--- src/rtl/lsu_mem_stage_if.sv ---
// Bundles the EX request, data-memory port and writeback signals of lsu_mem_stage.
// The slave modport is the load/store stage; the master modport is its surroundings.
interface lsu_mem_stage_if #(
  parameter int unsigned REG_ADDR_W = 4
) ();
  localparam int unsigned DATA_W = 16;
  localparam int unsigned BE_W   = 2;

  // EX-stage request
  logic                  req_valid_i;
  logic                  req_ready_o;
  logic [DATA_W-1:0]     addr_i;
  logic [DATA_W-1:0]     wdata_i;
  logic                  we_i;
  logic                  size_i;
  logic                  sign_ext_i;
  logic [REG_ADDR_W-1:0] rd_i;

  // Data-memory port
  logic                  mem_req_o;
  logic                  mem_gnt_i;
  logic [DATA_W-1:0]     mem_addr_o;
  logic                  mem_we_o;
  logic [BE_W-1:0]       mem_be_o;
  logic [DATA_W-1:0]     mem_wdata_o;
  logic                  mem_rvalid_i;
  logic [DATA_W-1:0]     mem_rdata_i;

  // Writeback and status
  logic                  wb_valid_o;
  logic                  wb_we_o;
  logic [REG_ADDR_W-1:0] wb_rd_o;
  logic [DATA_W-1:0]     wb_data_o;
  logic                  busy_o;

  modport slave (
    input  req_valid_i, addr_i, wdata_i, we_i, size_i, sign_ext_i, rd_i,
    input  mem_gnt_i, mem_rvalid_i, mem_rdata_i,
    output req_ready_o,
    output mem_req_o, mem_addr_o, mem_we_o, mem_be_o, mem_wdata_o,
    output wb_valid_o, wb_we_o, wb_rd_o, wb_data_o, busy_o
  );

  modport master (
    output req_valid_i, addr_i, wdata_i, we_i, size_i, sign_ext_i, rd_i,
    output mem_gnt_i, mem_rvalid_i, mem_rdata_i,
    input  req_ready_o,
    input  mem_req_o, mem_addr_o, mem_we_o, mem_be_o, mem_wdata_o,
    input  wb_valid_o, wb_we_o, wb_rd_o, wb_data_o, busy_o
  );
endinterface

--- src/rtl/lsu_mem_stage.sv ---
// Load/store stage: one req/gnt/rvalid transaction per op, byte-lane steering and load extension.
// Optional macro LSU_MISALIGN_TRAP_EN: misaligned halfword ops skip memory and report misalign_o.
module lsu_mem_stage #(
  parameter int unsigned REG_ADDR_W = 4
) (
  input  logic           clk_i,
  input  logic           rst_ni,
  lsu_mem_stage_if.slave bus
`ifdef LSU_MISALIGN_TRAP_EN
  ,
  output logic           misalign_o
`endif
);
  localparam int unsigned DATA_W = 16;
  localparam int unsigned BYTE_W = 8;
  localparam int unsigned BE_W   = 2;

  typedef enum logic [1:0] {
    S_IDLE = 2'd0,
    S_REQ  = 2'd1,
    S_WAIT = 2'd2,
    S_RESP = 2'd3
  } state_e;

  state_e                r_state;
  logic                  r_addr0;
  logic                  r_size;
  logic                  r_sign_ext;
  logic                  r_we;
  logic [REG_ADDR_W-1:0] r_rd;

  logic                  w_accept;
  logic [BE_W-1:0]       w_be;
  logic [DATA_W-1:0]     w_wdata;
  logic [DATA_W-1:0]     w_aligned_addr;
  logic [BYTE_W-1:0]     w_byte;
  logic [DATA_W-1:0]     w_load_data;

  assign w_accept       = bus.req_valid_i & bus.req_ready_o;
  assign w_aligned_addr = {bus.addr_i[DATA_W-1:1], 1'b0};

  // Byte enables and lane-replicated store data from the incoming request
  always_comb begin
    w_be    = 2'b11;
    w_wdata = bus.wdata_i;
    if (!bus.size_i) begin
      w_be    = bus.addr_i[0] ? 2'b10 : 2'b01;
      w_wdata = {bus.wdata_i[BYTE_W-1:0], bus.wdata_i[BYTE_W-1:0]};
    end
  end

  // Load formatting from the latched attributes; stores return zero
  always_comb begin
    w_byte      = r_addr0 ? bus.mem_rdata_i[DATA_W-1:BYTE_W] : bus.mem_rdata_i[BYTE_W-1:0];
    w_load_data = {{BYTE_W{r_sign_ext & w_byte[BYTE_W-1]}}, w_byte};
    if (r_size) begin
      w_load_data = bus.mem_rdata_i;
    end
    if (r_we) begin
      w_load_data = '0;
    end
  end

`ifdef LSU_MISALIGN_TRAP_EN
  logic w_misalign;
  assign w_misalign = bus.size_i & bus.addr_i[0];
`endif

  always_ff @(posedge clk_i or negedge rst_ni) begin
    if (!rst_ni) begin
      r_state         <= S_IDLE;
      r_addr0         <= 1'b0;
      r_size          <= 1'b0;
      r_sign_ext      <= 1'b0;
      r_we            <= 1'b0;
      r_rd            <= '0;
      bus.req_ready_o <= 1'b1;
      bus.busy_o      <= 1'b0;
      bus.mem_req_o   <= 1'b0;
      bus.mem_addr_o  <= '0;
      bus.mem_we_o    <= 1'b0;
      bus.mem_be_o    <= '0;
      bus.mem_wdata_o <= '0;
      bus.wb_valid_o  <= 1'b0;
      bus.wb_we_o     <= 1'b0;
      bus.wb_rd_o     <= '0;
      bus.wb_data_o   <= '0;
`ifdef LSU_MISALIGN_TRAP_EN
      misalign_o      <= 1'b0;
`endif
    end else begin
      case (r_state)
        S_IDLE: begin
          if (w_accept) begin
            r_addr0         <= bus.addr_i[0];
            r_size          <= bus.size_i;
            r_sign_ext      <= bus.sign_ext_i;
            r_we            <= bus.we_i;
            r_rd            <= bus.rd_i;
            bus.req_ready_o <= 1'b0;
            bus.busy_o      <= 1'b1;
`ifdef LSU_MISALIGN_TRAP_EN
            if (w_misalign) begin
              // Trap: complete immediately without touching memory
              r_state        <= S_RESP;
              bus.wb_valid_o <= 1'b1;
              bus.wb_we_o    <= 1'b0;
              bus.wb_rd_o    <= bus.rd_i;
              bus.wb_data_o  <= '0;
              misalign_o     <= 1'b1;
            end else begin
              r_state         <= S_REQ;
              bus.mem_req_o   <= 1'b1;
              bus.mem_addr_o  <= w_aligned_addr;
              bus.mem_we_o    <= bus.we_i;
              bus.mem_be_o    <= w_be;
              bus.mem_wdata_o <= w_wdata;
            end
`else
            r_state         <= S_REQ;
            bus.mem_req_o   <= 1'b1;
            bus.mem_addr_o  <= w_aligned_addr;
            bus.mem_we_o    <= bus.we_i;
            bus.mem_be_o    <= w_be;
            bus.mem_wdata_o <= w_wdata;
`endif
          end
        end

        S_REQ: begin
          // Any rvalid seen here, even alongside gnt, is not ours
          if (bus.mem_gnt_i) begin
            r_state       <= S_WAIT;
            bus.mem_req_o <= 1'b0;
          end
        end

        S_WAIT: begin
          if (bus.mem_rvalid_i) begin
            r_state        <= S_RESP;
            bus.wb_valid_o <= 1'b1;
            bus.wb_we_o    <= ~r_we;
            bus.wb_rd_o    <= r_rd;
            bus.wb_data_o  <= w_load_data;
          end
        end

        S_RESP: begin
          r_state         <= S_IDLE;
          bus.req_ready_o <= 1'b1;
          bus.busy_o      <= 1'b0;
          bus.wb_valid_o  <= 1'b0;
          bus.wb_we_o     <= 1'b0;
          bus.wb_rd_o     <= '0;
          bus.wb_data_o   <= '0;
`ifdef LSU_MISALIGN_TRAP_EN
          misalign_o      <= 1'b0;
`endif
        end

        default: begin
          r_state <= S_IDLE;
        end
      endcase
    end
  end

endmodule

--- src/flat_wrapper.sv ---
// flat-port wrapper written by rule: the top's interface ports become plain ports
module lsu_mem_stage_flat 
#(
  parameter int unsigned REG_ADDR_W = 4
)
  (clk_i, rst_ni, bus_req_valid_i, bus_addr_i, bus_wdata_i, bus_we_i, bus_size_i, bus_sign_ext_i, bus_rd_i, bus_mem_gnt_i, bus_mem_rvalid_i, bus_mem_rdata_i, bus_req_ready_o, bus_mem_req_o, bus_mem_addr_o, bus_mem_we_o, bus_mem_be_o, bus_mem_wdata_o, bus_wb_valid_o, bus_wb_we_o, bus_wb_rd_o, bus_wb_data_o, bus_busy_o);
  lsu_mem_stage_if #(.REG_ADDR_W(REG_ADDR_W)) bus_i ();
  input  logic clk_i;
  input  logic rst_ni;
  input wire logic [$bits(bus_i.req_valid_i)-1:0] bus_req_valid_i;
  input wire logic [$bits(bus_i.addr_i)-1:0] bus_addr_i;
  input wire logic [$bits(bus_i.wdata_i)-1:0] bus_wdata_i;
  input wire logic [$bits(bus_i.we_i)-1:0] bus_we_i;
  input wire logic [$bits(bus_i.size_i)-1:0] bus_size_i;
  input wire logic [$bits(bus_i.sign_ext_i)-1:0] bus_sign_ext_i;
  input wire logic [$bits(bus_i.rd_i)-1:0] bus_rd_i;
  input wire logic [$bits(bus_i.mem_gnt_i)-1:0] bus_mem_gnt_i;
  input wire logic [$bits(bus_i.mem_rvalid_i)-1:0] bus_mem_rvalid_i;
  input wire logic [$bits(bus_i.mem_rdata_i)-1:0] bus_mem_rdata_i;
  output wire logic [$bits(bus_i.req_ready_o)-1:0] bus_req_ready_o;
  output wire logic [$bits(bus_i.mem_req_o)-1:0] bus_mem_req_o;
  output wire logic [$bits(bus_i.mem_addr_o)-1:0] bus_mem_addr_o;
  output wire logic [$bits(bus_i.mem_we_o)-1:0] bus_mem_we_o;
  output wire logic [$bits(bus_i.mem_be_o)-1:0] bus_mem_be_o;
  output wire logic [$bits(bus_i.mem_wdata_o)-1:0] bus_mem_wdata_o;
  output wire logic [$bits(bus_i.wb_valid_o)-1:0] bus_wb_valid_o;
  output wire logic [$bits(bus_i.wb_we_o)-1:0] bus_wb_we_o;
  output wire logic [$bits(bus_i.wb_rd_o)-1:0] bus_wb_rd_o;
  output wire logic [$bits(bus_i.wb_data_o)-1:0] bus_wb_data_o;
  output wire logic [$bits(bus_i.busy_o)-1:0] bus_busy_o;
  assign bus_i.req_valid_i = bus_req_valid_i;
  assign bus_i.addr_i = bus_addr_i;
  assign bus_i.wdata_i = bus_wdata_i;
  assign bus_i.we_i = bus_we_i;
  assign bus_i.size_i = bus_size_i;
  assign bus_i.sign_ext_i = bus_sign_ext_i;
  assign bus_i.rd_i = bus_rd_i;
  assign bus_i.mem_gnt_i = bus_mem_gnt_i;
  assign bus_i.mem_rvalid_i = bus_mem_rvalid_i;
  assign bus_i.mem_rdata_i = bus_mem_rdata_i;
  assign bus_req_ready_o = bus_i.req_ready_o;
  assign bus_mem_req_o = bus_i.mem_req_o;
  assign bus_mem_addr_o = bus_i.mem_addr_o;
  assign bus_mem_we_o = bus_i.mem_we_o;
  assign bus_mem_be_o = bus_i.mem_be_o;
  assign bus_mem_wdata_o = bus_i.mem_wdata_o;
  assign bus_wb_valid_o = bus_i.wb_valid_o;
  assign bus_wb_we_o = bus_i.wb_we_o;
  assign bus_wb_rd_o = bus_i.wb_rd_o;
  assign bus_wb_data_o = bus_i.wb_data_o;
  assign bus_busy_o = bus_i.busy_o;
  lsu_mem_stage #(.REG_ADDR_W(REG_ADDR_W)) u_core (.clk_i(clk_i), .rst_ni(rst_ni), .bus(bus_i));
endmodule
--- config.mk ---
export PLATFORM = sky130hd
export DESIGN_NAME = lsu_mem_stage_flat
export DESIGN_NICKNAME = d
export VERILOG_FILES = /design/src/rtl/lsu_mem_stage_if.sv /design/src/rtl/lsu_mem_stage.sv /design/src/flat_wrapper.sv
export SDC_FILE = /design/constraint.sdc
export NUM_CORES = 1
export LEC_CHECK = 0
export ABC_CLOCK_PERIOD_IN_PS = 4000
export BUFFER_PORTS_ARGS = -buffer_cell sky130_fd_sc_hd__buf_4
export CAP_MARGIN = 20
export CORE_UTILIZATION = 50
export CTS_BUF_LIST = sky130_fd_sc_hd__clkbuf_8
export DETAILED_ROUTE_END_ITERATION = 6
export GPL_ROUTABILITY_DRIVEN = 0
export GPL_TIMING_DRIVEN = 0
export HOLD_SLACK_MARGIN = 0.1
export MAX_ROUTING_LAYER = met4
export PLACE_DENSITY_LB_ADDON = 0.12
export SETUP_SLACK_MARGIN = 0.1
export SYNTH_ARGS = -nofsm -noshare
export SYNTH_HDL_FRONTEND = slang
export SYNTH_SLANG_ARGS = --single-unit
export TNS_END_PERCENT = 100
--- constraint.sdc ---
create_clock -name clk_i -period 4 [get_ports clk_i]
set_input_delay 0.2 -clock clk_i [delete_from_list [all_inputs] [get_ports clk_i]]
set_output_delay 0.2 -clock clk_i [all_outputs]
set_load 0.005 [all_outputs]
* Word level (Yosys, flattened, before mapping)
Cells that the tools add are included.
** Operators by class
- Add/subtract/negate cells :: 0
- $mul :: 0
- Divide/modulo/power cells :: 0
- Magnitude comparators :: 0
- Equality and inequality tests :: 6
- Shift operators :: 0
- Mux-type cells :: 24
- Bitwise gates (word level) :: 3
- Reduce and logical (&&, ||, !) cells :: 9
** Operators by type and width (number)
- $mux 16 :: 4
- $pmux 16 s2 :: 1
- $mux 2 :: 5
- $pmux 1 s2 :: 5
- $mux 8 :: 1
- $pmux 2 s4 :: 1
- $pmux 4 s2 :: 1
- $reduce_and 2->1 :: 3
- $reduce_and 3->1 :: 2
- $reduce_bool 2->1 :: 3
- $mux 1 :: 5
- $eq 2x2->1 const B :: 2
- $mux 4 :: 1
- $ne 2x2->1 const B :: 2
- $and 1x1->1 :: 2
- $eq 2x1->1 const B :: 1
- $logic_not 2->1 :: 1
- $ne 2x1->1 const B :: 1
- $not 1->1 :: 1
** Storage, ports and cells
- Register bits after elaboration :: 68
- Latch bits :: 0
- Bits in writable memories :: 0
- Memory bits (read-only) :: 0
- Output and inout bits :: 60
- Word-level logic and storage cells :: 58
- Memories kept :: 0

* Depth between registers and ports, before layout
Gate-level depths: netlist of run 1.
- Depth in word-level cells :: 6
- Gate-level depth with buffers :: 7

* Worst setup path after synthesis of run 1
No wires, ideal clock.
- Path kind :: register -> register
- Start point :: register u_core.r_state[0]
- End point :: register u_core.bus.wb_data_o[10]
- Data arrival time :: 1692 ps
- Setup slack :: 2221 ps
- Stages on the path, launching flop included :: 7
- Cell sequence :: dfrtp_1 ha_1 nand4bb_1 buf_2 or4b_4 buf_6 o211ai_1
** On the way
- Word-level cells in the longest chain between the ends :: 3
** Ends and longest elaborated chain
- start: declaration :: line lsu_mem_stage.sv:25 : state_e r_state;
- start signal: assignment :: line lsu_mem_stage.sv:71 : r_state <= S_IDLE;
- start signal: assignment :: line lsu_mem_stage.sv:120 : r_state <= S_REQ;
- start signal: assignment :: line lsu_mem_stage.sv:133 : r_state <= S_WAIT;
- $eq 2x2->1 :: line lsu_mem_stage.sv:92 : case (r_state)
- $ne 2x2->1 (no line) or $reduce_bool 2->1 (tied branches)
- $reduce_and 2->1 (no line)
- end signal: assignment :: line lsu_mem_stage.sv:144 : bus.wb_data_o <= w_load_data;
- end: declaration :: line lsu_mem_stage_if.sv:41 : output wb_valid_o, wb_we_o, wb_rd_o, wb_data_o, busy_o
Several ways; a longest one is shown, not always the timed one.
A chain may end at the register's enable or synchronous reset.

* Final worst setup path of run 1
- Start point :: register u_core.r_state[0]
- End point :: register u_core.bus.wb_data_o[3]
The elaborated chain is that of the path after synthesis.

==> results of run 1 <==
repair_timing:
action	4_1_cts	5_1_grt
hold buffers	31	0
setup buffers	0	0
endpoints found under the hold margin	98	0
endpoints found under the setup margin	0	0
worst min-delay path, stage by stage:
cell and delay [ns]:
buf_4 0.11, nand2_1 0.05, o211ai_1 0.07
where the power goes:
| part | internal, W | switching, W | total (W) |
|---|---|---|---|
| sequential | 0.000687 | 0 | 0.000687 |
| clock | 0.000363 | 0.000253 | 0.000615 |
| combinational | 0.0000627 | 0.0000358 | 0.0000985 |
| total | 0.00111 | 0.000289 | 0.00140 |
synthesized netlist by cell type, types with 3 or more instances:
library cell / count
clkbuf_1: 13
nor2_1: 3
ha_1: 5
nand2b_1: 5
inv_1: 5
o21ai_0: 25
dfrtp_1: 67
o211ai_1: 7
nand2_1: 136
mux2i_1: 18
metrics by stage:
step	utilization [%]	hold WS [ns]
CTS	79.4	0.136
global route	79.4	0.141
global placement	69.9	0.365
finish	79.4	0.145
floorplan	-	-0.0956
detailed placement	69.9	0.363
logic make-up (layout without fill, tap and decap cells):
kind of cell / Yosys count / in the layout / synth area share, %
other cells: 1 / 1 / 0.129
buf+inv: 23 / 188 / 3.46
mux: 19 / 19 / 6.61
flops: 68 / 68 / 58.8
compound gates: 38 / 38 / 7.65
fa+ha+maj: 5 / 5 / 2.16
simple gates: 152 / 152 / 21.2
sequential cells by signal, indices dropped and copies added (netlist names), 2 cells and up:
| name | cells |
|---|---|
| u_core.bus.mem_wdata_o | 16 |
| u_core.bus.wb_data_o | 16 |
| u_core.bus.mem_addr_o | 15 |
| u_core.bus.wb_rd_o | 4 |
| u_core.r_rd | 4 |
| u_core.bus.mem_be_o | 2 |
| u_core.r_state | 2 |
cell type report:
cell class	count	area (sq um)
Sequential cell	68	1700
Tap cell	72	90.1
Buffer	18	81.3
Timing Repair Buffer	149	1200
Multi-Input combinational cell	215	1090
Fill cell	379	1140
Clock buffer	10	138
Clock inverter	6	80.1
Inverter	5	18.8
metal layers:
layer / GRT usage [%] / vias up / wire length (microns)
met4: 10.2 / 0 / 123
met3: 6.51 / 11 / 346
li1: - / 1303 / -
met1: 32.6 / 1292 / 3100
met2: 47.5 / 77 / 4030
met5: - / - / 0
worst min path at each step:
stage,endpoint,slack (ns),cells after the start
final,u_core.bus.wb_data_o[13],0.15,3
after global routing,u_core.bus.wb_data_o[13],0.14,3
after CTS,u_core.bus.wb_data_o[12],0.14,3
after detailed placement,u_core.r_rd[1],0.36,1
after global placement,u_core.r_rd[1],0.36,1
after floorplan,u_core.bus.busy_o,-0.1,0
==> flow_summary.json, run 1 <==
{
  "final-max-slew-violation-count": 0,
  "avgSynthCellArea_sq_um": 9.47,
  "grt-ovfl-total": 0,
  "crit_family": "multiplexers",
  "ys_seq_area_share_pct": 58.8,
  "relSlewSlack_pct": 42.7,
  "preCtsSetupSlack_ns": 1.82,
  "crit_type": "reg -> reg",
  "syn2layout_area_growth_pct": 51.9,
  "slowest_stage": "mux2i_1",
  "ctsHtreeMaxLevel": 3,
  "fin_area_sq_mm": 0.00440,
  "hpwl_microns": 5060,
  "initial_core_util_pct": 52.3,
  "grt_pass1_wl_microns": 12600,
  "r2r_end": "u_core.bus.wb_data_o[3]",
  "die_area_sq_mm": 0.00610,
  "mostFrequentLayoutCell": "nand2_1",
  "antenna-diode-count": 0,
  "fin_setup_tns_ns": 0,
  "worst_pin_slew_ns": 0.859,
  "setup_viol": 0,
  "arrival_ns": 2.48,
  "drc_errors": 0,
  "critPathRequiredTime_ns": 4.24,
  "ir_worst_vdd_uv": 235,
  "startpoint": "u_core.r_state[0]",
  "period_share_pct": 56.0,
  "wl_per_cell_microns": 14.0,
  "coreArea_sq_mm": 0.00554,
  "first_pass_iters": 4,
  "r2r-start": "u_core.r_state[0]",
  "numCtsBuffers": 9,
  "rsz0062_at_grt": "no",
  "root_buffer": "clkbuf_8",
  "min_period_ns": 2.24,
  "final-hold-violation-count": 0,
  "drt-initial-drc-count": 99,
  "synth_top_cell_area_share_pct": 57.9,
  "worstHoldStart": "bus_mem_rdata_i[13]",
  "synth_area_sq_mm": 0.00290,
  "cp.depth": 6,
  "final_cell_mix": "136 x nand2_1, 119 x buf_4, 67 x dfrtp_1",
  "synth_area_leaders": "dfrtp_1 58%, nand2_1 18%, mux2i_1 6.2%",
  "path_clk_slew_ns": 0.07,
  "ys.flop_type": "dfrtp_1",
  "synthArstFlopShare_pct": 100,
  "postSynthCellCount": 306,
  "synth_top_area_cell": "dfrtp_1",
  "nets": 531,
  "grt_max_degree": 69,
  "p_leak_nw": 2.40,
  "placed_cell_area_sq_mm": 0.00387,
  "die_h_microns": 78.1,
  "ys_ff_latch": 68,
  "timing.fmax_mhz": 447,
  "clock_skew_ns": 0.0120,
  "endpoint_kind": "flip-flop",
  "ys_types": 29,
  "r2r.worst_path.cells": 6,
  "setup_ws_ns": 1.76,
  "num_rows": 27,
  "clk_latency_ns": 0.34,
  "hp-class": "in -> reg",
  "via_per_inst": 4.94,
  "dieWidth_microns": 78.1,
  "fin_cells": 543,
  "crit_end": "u_core.bus.wb_data_o[3]",
  "synth_edf_count": 0,
  "critPathMaxFanout": 10,
  "cts_resized": 0,
  "clock-sinks": 68,
  "io_pins": 120,
  "cap_violations": 0,
  "syn-num-nets": 371,
  "dp.cells": 496,
  "cts_tree": "yes",
  "grt_use_total_pct": 28.0,
  "finalWirelength_microns": 7600,
  "antenna_found_initial": 0,
  "p_per_area_mw_per_mm2": 318,
  "r2r_setup_slack_ns": 1.76,
  "first_global_vias": 2733,
  "yosys_warnings": 0,
  "io_buffers": 118,
  "cp.buffers_inverters": 2,
  "path_cells": "inv_1 -> ha_1 -> mux2i_1 -> clkbuf_1 -> nand2_1 -> o21ai_0",
  "start_kind": "flip-flop",
  "num_vias": 2683,
  "cpPeakStageDelay_ns": 0.69,
  "cts.path.max_buffers": 2,
  "p_total_w": 0.00140,
  "post_route_cells_drive_above_1_share_pct": 29.7,
  "status": "finished, final reports clean",
  "detail-route-antenna-nets": 0
}
No activity file was read; power rests on OpenSTA's default activity.
==> inputs of run 2 (changes only) <==
ABC_AREA = 1   (was not set)
ABC_CLOCK_PERIOD_IN_PS = 2200   (was 4000)
clock period = 2.2 ns   (was 4 ns; I/O delays follow)
==> run 2 against run 1 <==
  * Die area is 3.9% higher
  * Critical path depth is 2 higher
  * Clock-buffer cell count down 1
  * Maximum frequency is 48% higher
  * Non-clock buffer count grew 13
  * Cell count grew 14%
  * Via count up 10%
  * Power grew to 4.0 times the previous value
==> flow_summary.json, run 2 <==
{
  "die_area_sq_mm": 0.00634,
  "detail-route-antenna-nets": 0,
  "yosys_warnings": 0,
  "numCtsBuffers": 9,
  "grt_max_degree": 69,
  "synth_area_leaders": "dfrtp_1 56%, nand2_1 22%, o21ai_0 3.5%",
  "fin_cells": 618,
  "postSynthCellCount": 367,
  "worst_pin_slew_ns": 0.833,
  "wl_per_cell_microns": 13.7,
  "ff_latch_area_sq_mm": 0.00170,
  "io_pins": 120,
  "rsz0062_at_grt": "no",
  "arrival_ns": 1.75,
  "fillerInstances": 354,
  "yosys.area_share.simple_pct": 27.3,
  "finalWirelength_microns": 8450,
  "p_total_w": 0.00555,
  "cpPeakStageDelay_ns": 0.43,
  "clk_latency_ns": 0.34,
  "p_leak_nw": 2.62,
  "period_share_pct": 68.6,
  "antenna-diode-count": 0,
  "hold_depth": 5,
  "root_buffer": "clkbuf_8",
  "clock-sinks": 68,
  "synth_edf_count": 0,
  "relSlewSlack_pct": 44.5,
  "first_global_vias": 3053,
  "synth_most_common_cell": "nand2_1",
  "synth-compound-area-share_pct": 6.52,
  "ys.flop_type": "dfrtp_1",
  "min_to": "u_core.bus.wb_data_o[13]",
  "r2r.worst_path.cells": 8,
  "cts_tree": "yes",
  "critPathRequiredTime_ns": 2.44,
  "synth_area_sq_mm": 0.00301,
  "io_buffers": 117,
  "cts_resized": 0,
  "final-max-slew-violation-count": 0,
  "die_h_microns": 79.6,
  "holdBufCountCts": 47,
  "r2r-start": "u_core.r_state[1]",
  "timing.fmax_mhz": 662,
  "synth_xor_xnor_area_share_pct": 0,
  "final_cell_mix": "177 x nand2_1, 121 x buf_4, 67 x dfrtp_1",
  "synthArstFlopShare_pct": 100,
  "crit_type": "reg -> reg",
  "p_per_area_mw_per_mm2": 1200,
  "start_kind": "flip-flop",
  "status": "finished, final reports clean",
  "num_vias": 2952,
  "endpoint_kind": "flip-flop",
  "coreArea_sq_mm": 0.00564,
  "r2r_setup_slack_ns": 0.69,
  "cap_violations": 0,
  "setup_ws_ns": 0.690,
  "syn-num-nets": 432,
  "hpwl_microns": 5230,
  "fin_setup_tns_ns": 0,
  "dp.cells": 556,
  "drc_errors": 0,
  "synth_fa_ha_area_share_pct": 2.08,
  "post_route_cells_drive_above_1_share_pct": 28.8,
  "top_regs": "u_core.bus.mem_wdata_o (16), u_core.bus.wb_data_o (16), u_core.bus.mem_addr_o (15)",
  "syn2layout_area_growth_pct": 53.8,
  "avgSynthCellArea_sq_um": 8.21,
  "ir_worst_vdd_uv": 828,
  "dieWidth_microns": 79.6,
  "cts.path.max_buffers": 2,
  "ys_types": 22,
  "setup_viol": 0,
  "multi_input_area_sq_mm": 0.00108,
  "hp-class": "in -> reg",
  "postCtsSetupRepairBufs": 0,
  "antenna_found_initial": 0,
  "nets": 607,
  "grt-ovfl-total": 0,
  "final-hold-violation-count": 0,
  "worstHoldStart": "bus_mem_rdata_i[13]",
  "r2r_end": "u_core.bus.mem_addr_o[15]",
  "via_per_inst": 4.78,
  "path_cells": "inv_1 -> ha_1 -> inv_2 -> nor2_4 -> inv_2 -> buf_2 -> nand2_1 -> nand2_1",
  "grt_use_total_pct": 28.8,
  "grt_pass1_wl_microns": 13300,
  "mostFrequentLayoutCell": "nand2_1",
  "clock_skew_ns": 0.0100,
  "ctsHtreeMaxLevel": 3,
  "netlist_top_cells_count": "177 x nand2_1, 67 x dfrtp_1, 26 x inv_1",
  "postLayoutCoreUtil_pct": 82.1,
  "preCtsSetupSlack_ns": 0.719,
  "num_rows": 27,
  "path_clk_slew_ns": 0.08,
  "ys_seq_area_share_pct": 56.5,
  "critPathMaxFanout": 10,
  "synth_top_family_by_area": "simple AND/OR/NAND/NOR gates",
  "first_pass_iters": 4,
  "slowest_stage": "dfrtp_1",
  "synthMuxAreaShare_pct": 0,
  "synth_top_area_cell": "dfrtp_1",
  "ys_ff_latch": 68,
  "synth_top_cell_area_share_pct": 55.7,
  "min_period_ns": 1.51,
  "drt-initial-drc-count": 151,
  "initial_core_util_pct": 53.4
}
## run 2: routing by layer
layer	track usage (%)	vias up	wire length, microns
li1	-	1466	-
met1	32.4	1358	3480
met2	49.0	104	4260
met3	5.60	24	462
met4	14.2	0	248
met5	-	-	0
## run 2: final cells by class
cell class	instances	share of cell area, %
inverters	29	2.35
plain buffers	16	2.49
flip-flops and latches	68	36.8
clock buffers	9	2.67
clock inverters	6	1.24
well taps	72	1.94
multi-input cells	254	23.4
repair buffers	164	29.1
## run 2: worst max path at each step
stage                      start                        end  slack [ns]  cells after the start
5_1_grt        u_core.r_state[1]     u_core.bus.mem_be_o[0]        0.59                      8
3_5_place_dp   u_core.r_state[0]  u_core.bus.mem_addr_o[11]        0.72                      8
3_3_place_gp   u_core.r_state[0]     u_core.bus.mem_be_o[0]        0.77                      8
6_report       u_core.r_state[1]  u_core.bus.mem_addr_o[15]        0.69                      8
2_1_floorplan  u_core.r_state[0]     u_core.bus.mem_be_o[0]        0.89                      8
4_1_cts        u_core.r_state[0]     u_core.bus.mem_be_o[0]        0.69                      8
## run 2: critical path: cells and delay by family (launching register included)
kind	cells	cell delay, ns
buffers and inverters	4	0.49
DFF	1	0.43
and+or+nand+nor	3	0.30
adders and majority gates	1	0.19
## run 2: stage by stage
step	hold slack (ns)	cell area, sq um
after floorplan	-0.186	3010
after global placement	0.270	3980
after detailed placement	0.274	3980
after CTS	0.100	4630
after global routing	0.139	4630
final	0.110	4630
## run 2: power by group
part           total, W  switching, W  internal [W]
clock          0.000965      0.000457      0.000509
combinational   0.00243       0.00124       0.00119
sequential      0.00215      0.000332       0.00182
## run 2: cell families after synthesis
logic type,after synthesis
fa+ha+maj,5
compound gates,37
other cells,1
buf+inv,45
flops,68
simple gates,211
==> inputs of run 3 (changes only) <==
ABC_CLOCK_PERIOD_IN_PS = 1500   (was 2200)
clock period = 1.5 ns   (was 2.2 ns; I/O delays follow)
==> run 3 against run 2 <==
  * Clock-buffer cell count did not move
  * Routed wire length is 8.3% higher
  * Flip-flop and latch count unchanged
  * Clock power rose by 46%
  * Largest cell class unchanged
==> flow_summary.json, run 3 (synthesis gave the netlist of run 2 again) <==
{
  "worst_pin_slew_ns": 0.838,
  "nets": 624,
  "grt-ovfl-total": 0,
  "endpoint_kind": "flip-flop",
  "detail-route-antenna-nets": 0,
  "grt-busiest-layer": "met2",
  "placed_cell_area_sq_mm": 0.00398,
  "io_buffers": 117,
  "crit_end": "u_core.r_rd[3]",
  "relSlewSlack_pct": 44.1,
  "p_per_area_mw_per_mm2": 1770,
  "crit_type": "reg -> reg",
  "mostFrequentLayoutCell": "nand2_1",
  "ir_worst_vdd_uv": 1280,
  "first_pass_iters": 4,
  "root_buffer": "clkbuf_8",
  "start_kind": "flip-flop",
  "p_leak_nw": 2.73,
  "wl_per_cell_microns": 14.4,
  "num_rows": 27,
  "period_share_pct": 97.5,
  "cts.path.max_buffers": 2,
  "drc_errors": 0,
  "fin_area_sq_mm": 0.00493,
  "hpwl_microns": 5230,
  "io_pins": 120,
  "die_area_sq_mm": 0.00634,
  "timing.hold.ws_ns": 0.122,
  "die_h_microns": 79.6,
  "num_vias": 3127,
  "critPathRequiredTime_ns": 1.76,
  "path_clk_slew_ns": 0.07,
  "finalWirelength_microns": 9150,
  "syn2layout_area_growth_pct": 63.7,
  "setup_viol": 0,
  "startpoint": "u_core.r_state[1]",
  "critPathMaxFanout": 8,
  "arrival_ns": 1.72,
  "use_met3_pct": 5.71,
  "grt_pass1_wl_microns": 13600,
  "antenna_found_initial": 0,
  "hp-class": "in -> reg",
  "status": "finished, final reports clean",
  "post_route_cells_drive_above_1_share_pct": 33.0,
  "cts_tree": "yes",
  "coreArea_sq_mm": 0.00564,
  "final-max-slew-violation-count": 0,
  "clk_latency_ns": 0.34,
  "initial_core_util_pct": 53.4,
  "rsz0062_at_grt": "yes",
  "clock_skew_ns": 0.00998,
  "grtUsageMet2_pct": 49.9,
  "antenna-diode-count": 0,
  "ctsHtreeMaxLevel": 3,
  "top_regs": "u_core.bus.mem_wdata_o (16), u_core.bus.wb_data_o (16), u_core.bus.mem_addr_o (15)",
  "r2r.worst_path.cells": 8,
  "cap_violations": 0,
  "clock-sinks": 68,
  "drt-initial-drc-count": 159,
  "final_cell_mix": "173 x nand2_1, 128 x buf_4, 65 x dfrtp_1",
  "numCtsBuffers": 9,
  "r2r_end": "u_core.r_rd[3]",
  "r2r_setup_slack_ns": 0.04,
  "dieWidth_microns": 79.6,
  "grt_max_degree": 69,
  "min_period_ns": 1.46,
  "timing.fmax_mhz": 684,
  "via_per_inst": 4.92,
  "r2r-start": "u_core.r_state[1]",
  "first_global_vias": 3116,
  "final-hold-violation-count": 0,
  "grt_use_total_pct": 29.4,
  "globalRouteMet1Util_pct": 33.0
}
-- run 3: cell count changes in the layout (fill, tap and decap cells not counted), moves of 4 or more --
cell           before  now
buf_4             121  128
dlygate4sd3_1      47   54
o21ai_0            21   16
nand2_1           177  173
-- run 3: final cells by class --
cell class	count	area [sq um]
Clock inverter	6	57.6
Fill cell	286	711
Tap cell	72	90.1
Inverter	29	116
Clock buffer	9	124
Multi-Input combinational cell	254	1170
Sequential cell	68	1710
Timing Repair Buffer	181	1520
Buffer	16	144
-- run 3: critical path, cell delays in order (launching register included) --
cell,delay (ns)
dfrtp_2,0.46
inv_2,0.12
ha_4,0.16
inv_4,0.04
nor2_4,0.17
buf_6,0.15
buf_12,0.13
nand2_1,0.06
o21ai_1,0.09
-- run 3: timing repair --
| item | 4_1_cts | 5_1_grt |
|---|---|---|
| setup endpoints to repair | 59 | 62 |
| hold endpoints to repair | 122 | 0 |
| pin swaps | 1 | 6 |
| resized for setup | 7 | 35 |
| hold buffers | 54 | 0 |
| cloned | 0 | 2 |
| buffers inserted | 3 | 5 |
-- run 3: worst min path at each step --
stage | from | slack, ns | cells after the start | to
after global placement | rst_ni | 0.24 | 1 | u_core.bus.wb_data_o[0]
after floorplan | rst_ni | -0.22 | 0 | u_core.bus.busy_o
after CTS | bus_mem_rdata_i[7] | 0.11 | 5 | u_core.bus.wb_data_o[7]
after detailed placement | rst_ni | 0.24 | 1 | u_core.bus.wb_data_o[5]
after global routing | bus_mem_rdata_i[7] | 0.15 | 5 | u_core.bus.wb_data_o[7]
final | bus_mem_rdata_i[7] | 0.12 | 5 | u_core.bus.wb_data_o[7]
-- run 3: power breakdown --
group	switching (W)	total [W]	internal, W
Combinational	0.00204	0.00410	0.00206
Clock	0.000664	0.00141	0.000746
Sequential	0.000518	0.00320	0.00268
-- run 3: metal layers --
| layer | vias up | wire length (microns) |
|---|---|---|
| met3 | 26 | 496 |
| met1 | 1461 | 3540 |
| met5 | - | 0 |
| met4 | 0 | 293 |
| met2 | 137 | 4820 |
| li1 | 1503 | - |
-- run 3: through the flow --
stage / power, W / std cells / util, % / TNS (ns) / worst slack [ns]
3_5_place_dp: 0.00659 / 556 / 70.5 / 0 / 0.0195
2_1_floorplan: 0.00485 / 367 / - / 0 / 0.191
4_1_cts: 0.00823 / 628 / 84.2 / 0 / 0.0978
3_3_place_gp: 0.00643 / 556 / 70.5 / 0 / 0.0650
5_1_grt: 0.00931 / 635 / 87.4 / -0.0735 / -0.0519
6_report: 0.00871 / 635 / 87.4 / 0 / 0.0377
